File: config.mk
export PLATFORM = sky130hd
export DESIGN_NAME = frame_mem_arbiter
export DESIGN_NICKNAME = d
export VERILOG_FILES = /design/src/rtl/frame_mem_arbiter.sv
export SDC_FILE = /design/constraint.sdc
export NUM_CORES = 1
export LEC_CHECK = 0
export BUFFER_PORTS_ARGS = -buffer_cell sky130_fd_sc_hd__buf_2
export CORE_MARGIN = 1
export CORE_UTILIZATION = 56
export DETAILED_ROUTE_END_ITERATION = 7
export GPL_ROUTABILITY_DRIVEN = 1
export PLACE_DENSITY = 0.79
export SYNTH_ARGS = -nofsm -noshare
export SYNTH_HDL_FRONTEND = slang
export SYNTH_SLANG_ARGS = --single-unit
File: constraint.sdc
create_clock -name clk -period 3.8 [get_ports clk]
set_clock_uncertainty 0.1 [all_clocks]
set_input_delay 0.57 -clock clk [delete_from_list [all_inputs] [get_ports clk]]
set_output_delay 0.57 -clock clk [all_outputs]
set_load 0.005 [all_outputs]
File: src/rtl/frame_mem_arbiter.sv
// Arbitrates one single-port frame memory: display reads win, camera writes are posted to a FIFO and drained in spare cycles.
// Optional statistics counters are built only when FRAME_ARB_STATS_EN is defined.
module frame_mem_arbiter #(
  parameter int ADDR_W       = 17,
  parameter int DATA_W       = 16,
  parameter int WBUF_DEPTH   = 4,
  parameter int STARVE_LIMIT = 8
) (
  input  logic              clk,
  input  logic              reset,
  input  logic              cam_wr_valid,
  output logic              cam_wr_ready,
  input  logic [ADDR_W-1:0] cam_wr_addr,
  input  logic [DATA_W-1:0] cam_wr_data,
  input  logic              rd_req,
  input  logic [ADDR_W-1:0] rd_addr,
  output logic              rd_valid,
  output logic [DATA_W-1:0] rd_data,
  output logic              err_rd_overrun,
  output logic              mem_en,
  output logic              mem_we,
  output logic [ADDR_W-1:0] mem_addr,
  output logic [DATA_W-1:0] mem_wdata,
  input  logic [DATA_W-1:0] mem_rdata,
  output logic [15:0]       stat_wr_stall_cnt,
  output logic [15:0]       stat_forced_cnt
);

  localparam int PTR_W    = $clog2(WBUF_DEPTH);
  localparam int CNT_W    = PTR_W + 1;
  localparam int STARVE_W = $clog2(STARVE_LIMIT + 1);
  localparam logic [CNT_W-1:0]    DEPTH_C    = CNT_W'(WBUF_DEPTH);
  localparam logic [STARVE_W-1:0] STARVE_MAX = STARVE_W'(STARVE_LIMIT);

  typedef enum logic [1:0] {GNT_NONE, GNT_RD, GNT_WR} gnt_e;

  typedef struct packed {
    logic [ADDR_W-1:0] addr;
    logic [DATA_W-1:0] data;
  } wr_entry_t;

  wr_entry_t               fifo_mem [WBUF_DEPTH];
  logic [PTR_W-1:0]        wr_ptr;
  logic [PTR_W-1:0]        rd_ptr;
  logic [CNT_W-1:0]        count;
  logic                    rd_pend;
  logic [ADDR_W-1:0]       rd_pend_addr;
  logic [STARVE_W-1:0]     starve_cnt;
  logic                    rd_stage;

  logic                    push;
  logic                    fifo_empty;
  logic                    fifo_wr;
  logic                    fifo_rd;
  logic                    wr_cand;
  logic                    rd_cand;
  logic [ADDR_W-1:0]       rd_issue_addr;
  wr_entry_t               wr_head;
  gnt_e                    gnt;

  assign cam_wr_ready  = (count < DEPTH_C) && !reset;
  assign push          = cam_wr_valid && cam_wr_ready;
  assign fifo_empty    = (count == '0);
  // A push into an empty buffer is offered straight to the memory so an idle arbiter writes next cycle.
  assign wr_cand       = !fifo_empty || push;
  assign wr_head       = fifo_empty ? wr_entry_t'{addr: cam_wr_addr, data: cam_wr_data} : fifo_mem[rd_ptr];
  assign rd_cand       = rd_pend || rd_req;
  assign rd_issue_addr = rd_pend ? rd_pend_addr : rd_addr;
  assign fifo_wr       = push && !(gnt == GNT_WR && fifo_empty);
  assign fifo_rd       = (gnt == GNT_WR) && !fifo_empty;

  // NOTE: every signal assigned in always_comb gets a default first, so no path can infer a latch.
  always_comb begin
    gnt = GNT_NONE;
    if (rd_cand && wr_cand) begin
      gnt = (starve_cnt == STARVE_MAX) ? GNT_WR : GNT_RD;
    end else if (rd_cand) begin
      gnt = GNT_RD;
    end else if (wr_cand) begin
      gnt = GNT_WR;
    end
  end

  // NOTE: the buffer storage carries no reset; only pointers and count need one to make it empty.
  always_ff @(posedge clk) begin
    if (fifo_wr) begin
      fifo_mem[wr_ptr] <= wr_entry_t'{addr: cam_wr_addr, data: cam_wr_data};
    end
  end

  // NOTE: sequential state is updated with non-blocking assignments only.
  always_ff @(posedge clk) begin
    if (reset) begin
      wr_ptr <= '0;
      rd_ptr <= '0;
      count  <= '0;
    end else begin
      if (fifo_wr) wr_ptr <= wr_ptr + PTR_W'(1);
      if (fifo_rd) rd_ptr <= rd_ptr + PTR_W'(1);
      case ({fifo_wr, fifo_rd})
        2'b10:   count <= count + CNT_W'(1);
        2'b01:   count <= count - CNT_W'(1);
        default: count <= count;
      endcase
    end
  end

  // Pending read, overrun flag and writer starvation tracking.
  always_ff @(posedge clk) begin
    if (reset) begin
      rd_pend        <= 1'b0;
      rd_pend_addr   <= '0;
      err_rd_overrun <= 1'b0;
      starve_cnt     <= '0;
    end else begin
      if (gnt == GNT_RD) begin
        // Issuing the older pending read lets a same-cycle request take its place.
        rd_pend <= rd_pend && rd_req;
        if (rd_pend && rd_req) rd_pend_addr <= rd_addr;
      end else if (rd_req && !rd_pend) begin
        rd_pend      <= 1'b1;
        rd_pend_addr <= rd_addr;
      end else if (rd_req) begin
        err_rd_overrun <= 1'b1;
      end

      if (gnt == GNT_WR || !wr_cand) begin
        starve_cnt <= '0;
      end else if (rd_cand && starve_cnt != STARVE_MAX) begin
        starve_cnt <= starve_cnt + STARVE_W'(1);
      end
    end
  end

  // Registered memory command and two-stage read return.
  always_ff @(posedge clk) begin
    if (reset) begin
      mem_en    <= 1'b0;
      mem_we    <= 1'b0;
      mem_addr  <= '0;
      mem_wdata <= '0;
      rd_stage  <= 1'b0;
      rd_valid  <= 1'b0;
      rd_data   <= '0;
    end else begin
      case (gnt)
        GNT_RD: begin
          mem_en   <= 1'b1;
          mem_we   <= 1'b0;
          mem_addr <= rd_issue_addr;
        end
        GNT_WR: begin
          mem_en    <= 1'b1;
          mem_we    <= 1'b1;
          mem_addr  <= wr_head.addr;
          mem_wdata <= wr_head.data;
        end
        default: begin
          mem_en <= 1'b0;
          mem_we <= 1'b0;
        end
      endcase
      rd_stage <= mem_en && !mem_we;
      rd_valid <= rd_stage;
      if (rd_stage) rd_data <= mem_rdata;
    end
  end

`ifdef FRAME_ARB_STATS_EN
  logic [15:0] stall_q;
  logic [15:0] forced_q;
  logic        forced;

  assign forced = (gnt == GNT_WR) && rd_cand;

  always_ff @(posedge clk) begin
    if (reset) begin
      stall_q  <= '0;
      forced_q <= '0;
    end else begin
      if (cam_wr_valid && !cam_wr_ready && stall_q != 16'hFFFF) stall_q <= stall_q + 16'd1;
      if (forced && forced_q != 16'hFFFF) forced_q <= forced_q + 16'd1;
    end
  end

  assign stat_wr_stall_cnt = stall_q;
  assign stat_forced_cnt   = forced_q;
`else
  assign stat_wr_stall_cnt = '0;
  assign stat_forced_cnt   = '0;
`endif

endmodule

==> parameters.txt <==
Parameter                              Value

Yosys
  Proportion of netlist area held by the largest area contributor ... between 40 and 50%
  Number of warnings issued by yosys ... 0
  Cell type contributing the most total cell area after synthesis ... edfxtp_1
  Yosys reg bits ... 217
  Sequential fraction of the synthesis area ... 61.1%
  Share of async-settable or async-resettable flops after synthesis ... 0%
  Top cells by area in the synthesized netlist ... edfxtp_1, dfxtp_1, mux4_2
  Mean instance size in the synthesized netlist ... 13.4 um2
  Synth Instances ... 694
  Most instantiated flip-flop cell in the synthesis netlist ... edfxtp_1
  Summed instance area of the synthesized netlist ... roughly 9000 um2
  EDFF count, synth ... 132
  Number of distinct library cells after synthesis ... 40

STA
  Post-Route Setup TNS ... 0 ns
  Final critical path time including I/O delays and setup ... about 2.8 ns
  Count of pins over their slew limit ... 0
  Headroom to the max-slew limit ... between 40% and 50%
  Hold violation total from the final report ... 0
  Maximum achievable frequency ... 0.362 GHz
  Final setup violation count ... 0
  Post-route clock period utilization ... 72.7%
  Pin slew with the least headroom to its limit ... just under 0.9 ns
  Fin Hold WS ... 0.210 ns
  Setup repair after global routing missed its margin ... no

Worst setup path
  Crit Path Class ... flop to flop
  Buf/Inv on CP ... 2
  Worst endpoint required time ... just over 4 ns
  Top cell family by delay on the critical path ... simple AND/OR/NAND/NOR gates
  Cell mode on critical path ... inv_1
  Launching element type of the critical path ... flop
  Worst endpoint data arrival time ... around 3 ns
  Worst setup EP type ... flop
  Sequence of cells on the critical path ... nor3_2 > a211oi_2 > inv_1 > ha_1 > inv_1 > fa_1 > xor2_1 > or3_1 > a21oi_1
  Slowest CP cell ... nor3_2
  Worst stage delay on the critical path ... 0.62 ns
  Biggest fanout along the worst timing path ... 10

Die
  Number of top-level design ports ... 156
  DIE AREA ... 17100 um2
  Vertical die dimension ... 131 um
  Chip width ... between 100 and 150 um
  Number of rows created at floorplan ... between 40 and 50
  Effective utilization at floorplan ... between 50% and 60%
  Core ar. ... between 15000 and 20000 um2

Route
  Violation count after the first detailed-routing iteration ... 670
  Wirelength per Cell ... slightly below 20 um
  1st-pass router iterations ... 5
  Post-detailed-route count of antenna-violating nets ... 0
  Routed vias ... 6098
  Post-route DRC ... 0
  Number of vias per cell ... about 6
  Routed wire length ... about 21 mm

Global route
  Congestion Overflow GR ... 0
  Combined global-route utilization of all metal layers ... between 20% and 30%
  Antenna violations before repair ... 1
  Global-route wire length before repair ... about 32 mm
  Maximum number of pins on one net before global-route repair ... 50
  Vias in the first global route ... between 6000 and 7000

Layout
  Commonest non-fill, non-tap cell in the layout ... edfxtp_1
  Number of standard cells in the final layout excluding fillers ... about 1000
  Leading cell types in the layout, fill and taps excluded ... edfxtp_1, buf_2, dfxtp_1
  Area taken by flip-flops and latches ... between 5000 and 6000 um2
  Fill cell count ... roughly 1100
  Number of nets in the layout ... just under 900
  Relative area change from synthesis to final layout ... 15.3%
  Fraction of layout cells with a size suffix above 1 ... slightly below 30%
  Area used by multi-input combinational logic ... between 3000 and 4000 um2

Placed design
  IO Port Bufs ... between 100 and 150
  Routability-driven placement congestion ratio ... 0.793
  Number of cells after detailed placement ... 1004
  Half-perimeter wire length after placement ... ~14 mm

Clocking
  CTS root buffer ... clkbuf_16
  Number of buffers on the longest clock path ... 3
  Number of clock sinks ... roughly 220
  Cells resized by post-CTS repair ... 0
  Number of buffers added by the clock tree synthesis step ... 23
  Clock transition at the register clock pins on the worst setup and hold paths after CTS ... 0.06 ns
  Count of H-tree levels built during CTS ... 1
  TritonCTS clock tree ... yes
  Clock latency on the worst-skew pair ... around 0.5 ns
  Hold-fix buffer count after cts ... 0
  Post-CTS setup-driven buffer insertion count ... 0

Hold path
  Hold Path Class ... primary input to flop

Power and ir drop
  Power density cells ... approximately 590 nW/um2
  Overall Power ... 6340 uW
  Worst voltage drop across the vdd grid ... slightly below 0.4 mV
  P_leak ... between 0.003 and 0.004 uW

Job
  Count of max-cap constraint violations ... 0

Status
  Result of the run ... finished clean
==> flip-flops by register name, indices dropped and copies added, names as in the netlist, 2 cells and up, named ones only <==
| register | flops |
|---|---|
| mem_wdata | 16 |
| fifo_mem | 132 |
| rd_ptr | 2 |
| starve_cnt | 4 |
| mem_addr | 17 |
| count | 3 |
| rd_pend_addr | 17 |
| rd_data | 16 |
| wr_ptr | 2 |
==> worst paths after layout <==
check,from,end,slack [ns],cells past startpoint
worst min register to register,mem_we,rd_stage,0.32,1
worst max register to register,count[1],count[2],1.04,9
worst min-delay path,cam_wr_data[7],fifo_mem[1][7],0.21,1
worst max-delay path,count[1],count[2],1.04,9
==> Yosys cell counts, drive strengths merged, types with 17 or more instances <==
cell,instances
buf,53
mux2i,36
nand2,40
a21oi,21
clkbuf,27
inv,45
o21ai,51
edfxtp,132
mux4,33
a221oi,34
mux2,17
or3,19
dfxtp,85
and2,22
a211oi,20
nor2,30
==> logic make-up (layout without fill, tap and decap cells) <==
| logic type | count (synthesis) | in the layout | share of synthesized area (%) |
|---|---|---|---|
| other | 1 | 33 | 0.0405 |
| AND/OR/NAND/NOR | 122 | 122 | 6.44 |
| AO/OA/AOI/OAI | 128 | 128 | 9.75 |
| multiplexers | 86 | 86 | 14.1 |
| buffers and inverters | 126 | 230 | 6.79 |
| adder cells (fa/ha/maj) | 8 | 8 | 1.16 |
| XOR/XNOR | 6 | 6 | 0.567 |
| flip-flops | 217 | 217 | 61.1 |
==> metrics by stage <==
| stage | utilization, % | worst slack (ns) | cell area, um2 |
|---|---|---|---|
| after detailed placement | 62.6 | 0.968 | 10000 |
| after floorplan | - | 0.880 | 9380 |
| after global placement | 62.6 | 1.07 | 10000 |
| after global routing | 66.8 | 0.896 | 10700 |
| final | 66.8 | 1.04 | 10700 |
| after CTS | 66.8 | 1.08 | 10700 |
==> power breakdown <==
part           switching [uW]  internal [uW]
Sequential                177           2730
Clock                     847           1140
Combinational             826            624
Total                    1850           4490
==> area by class of cell <==
class | count | share of cell area [%]
Antenna cell | 1 | 0.0234
Clock buffer | 34 | 5.87
Clock inverter | 7 | 0.351
Inverter | 46 | 1.62
Multi-Input combinational cell | 382 | 29.0
Sequential cell | 217 | 53.0
Tap cell | 216 | 2.53
Timing Repair Buffer | 143 | 7.63
==> metal layers <==
metal,vias up,track usage (%),wire length [um]
met5,-,0,0
met4,0,9.20,582
met3,53,5.25,2020
met2,384,41.5,10000
met1,2933,32.5,8190
li1,2728,-,-
Note: power is estimated with default switching activity, not from simulation.
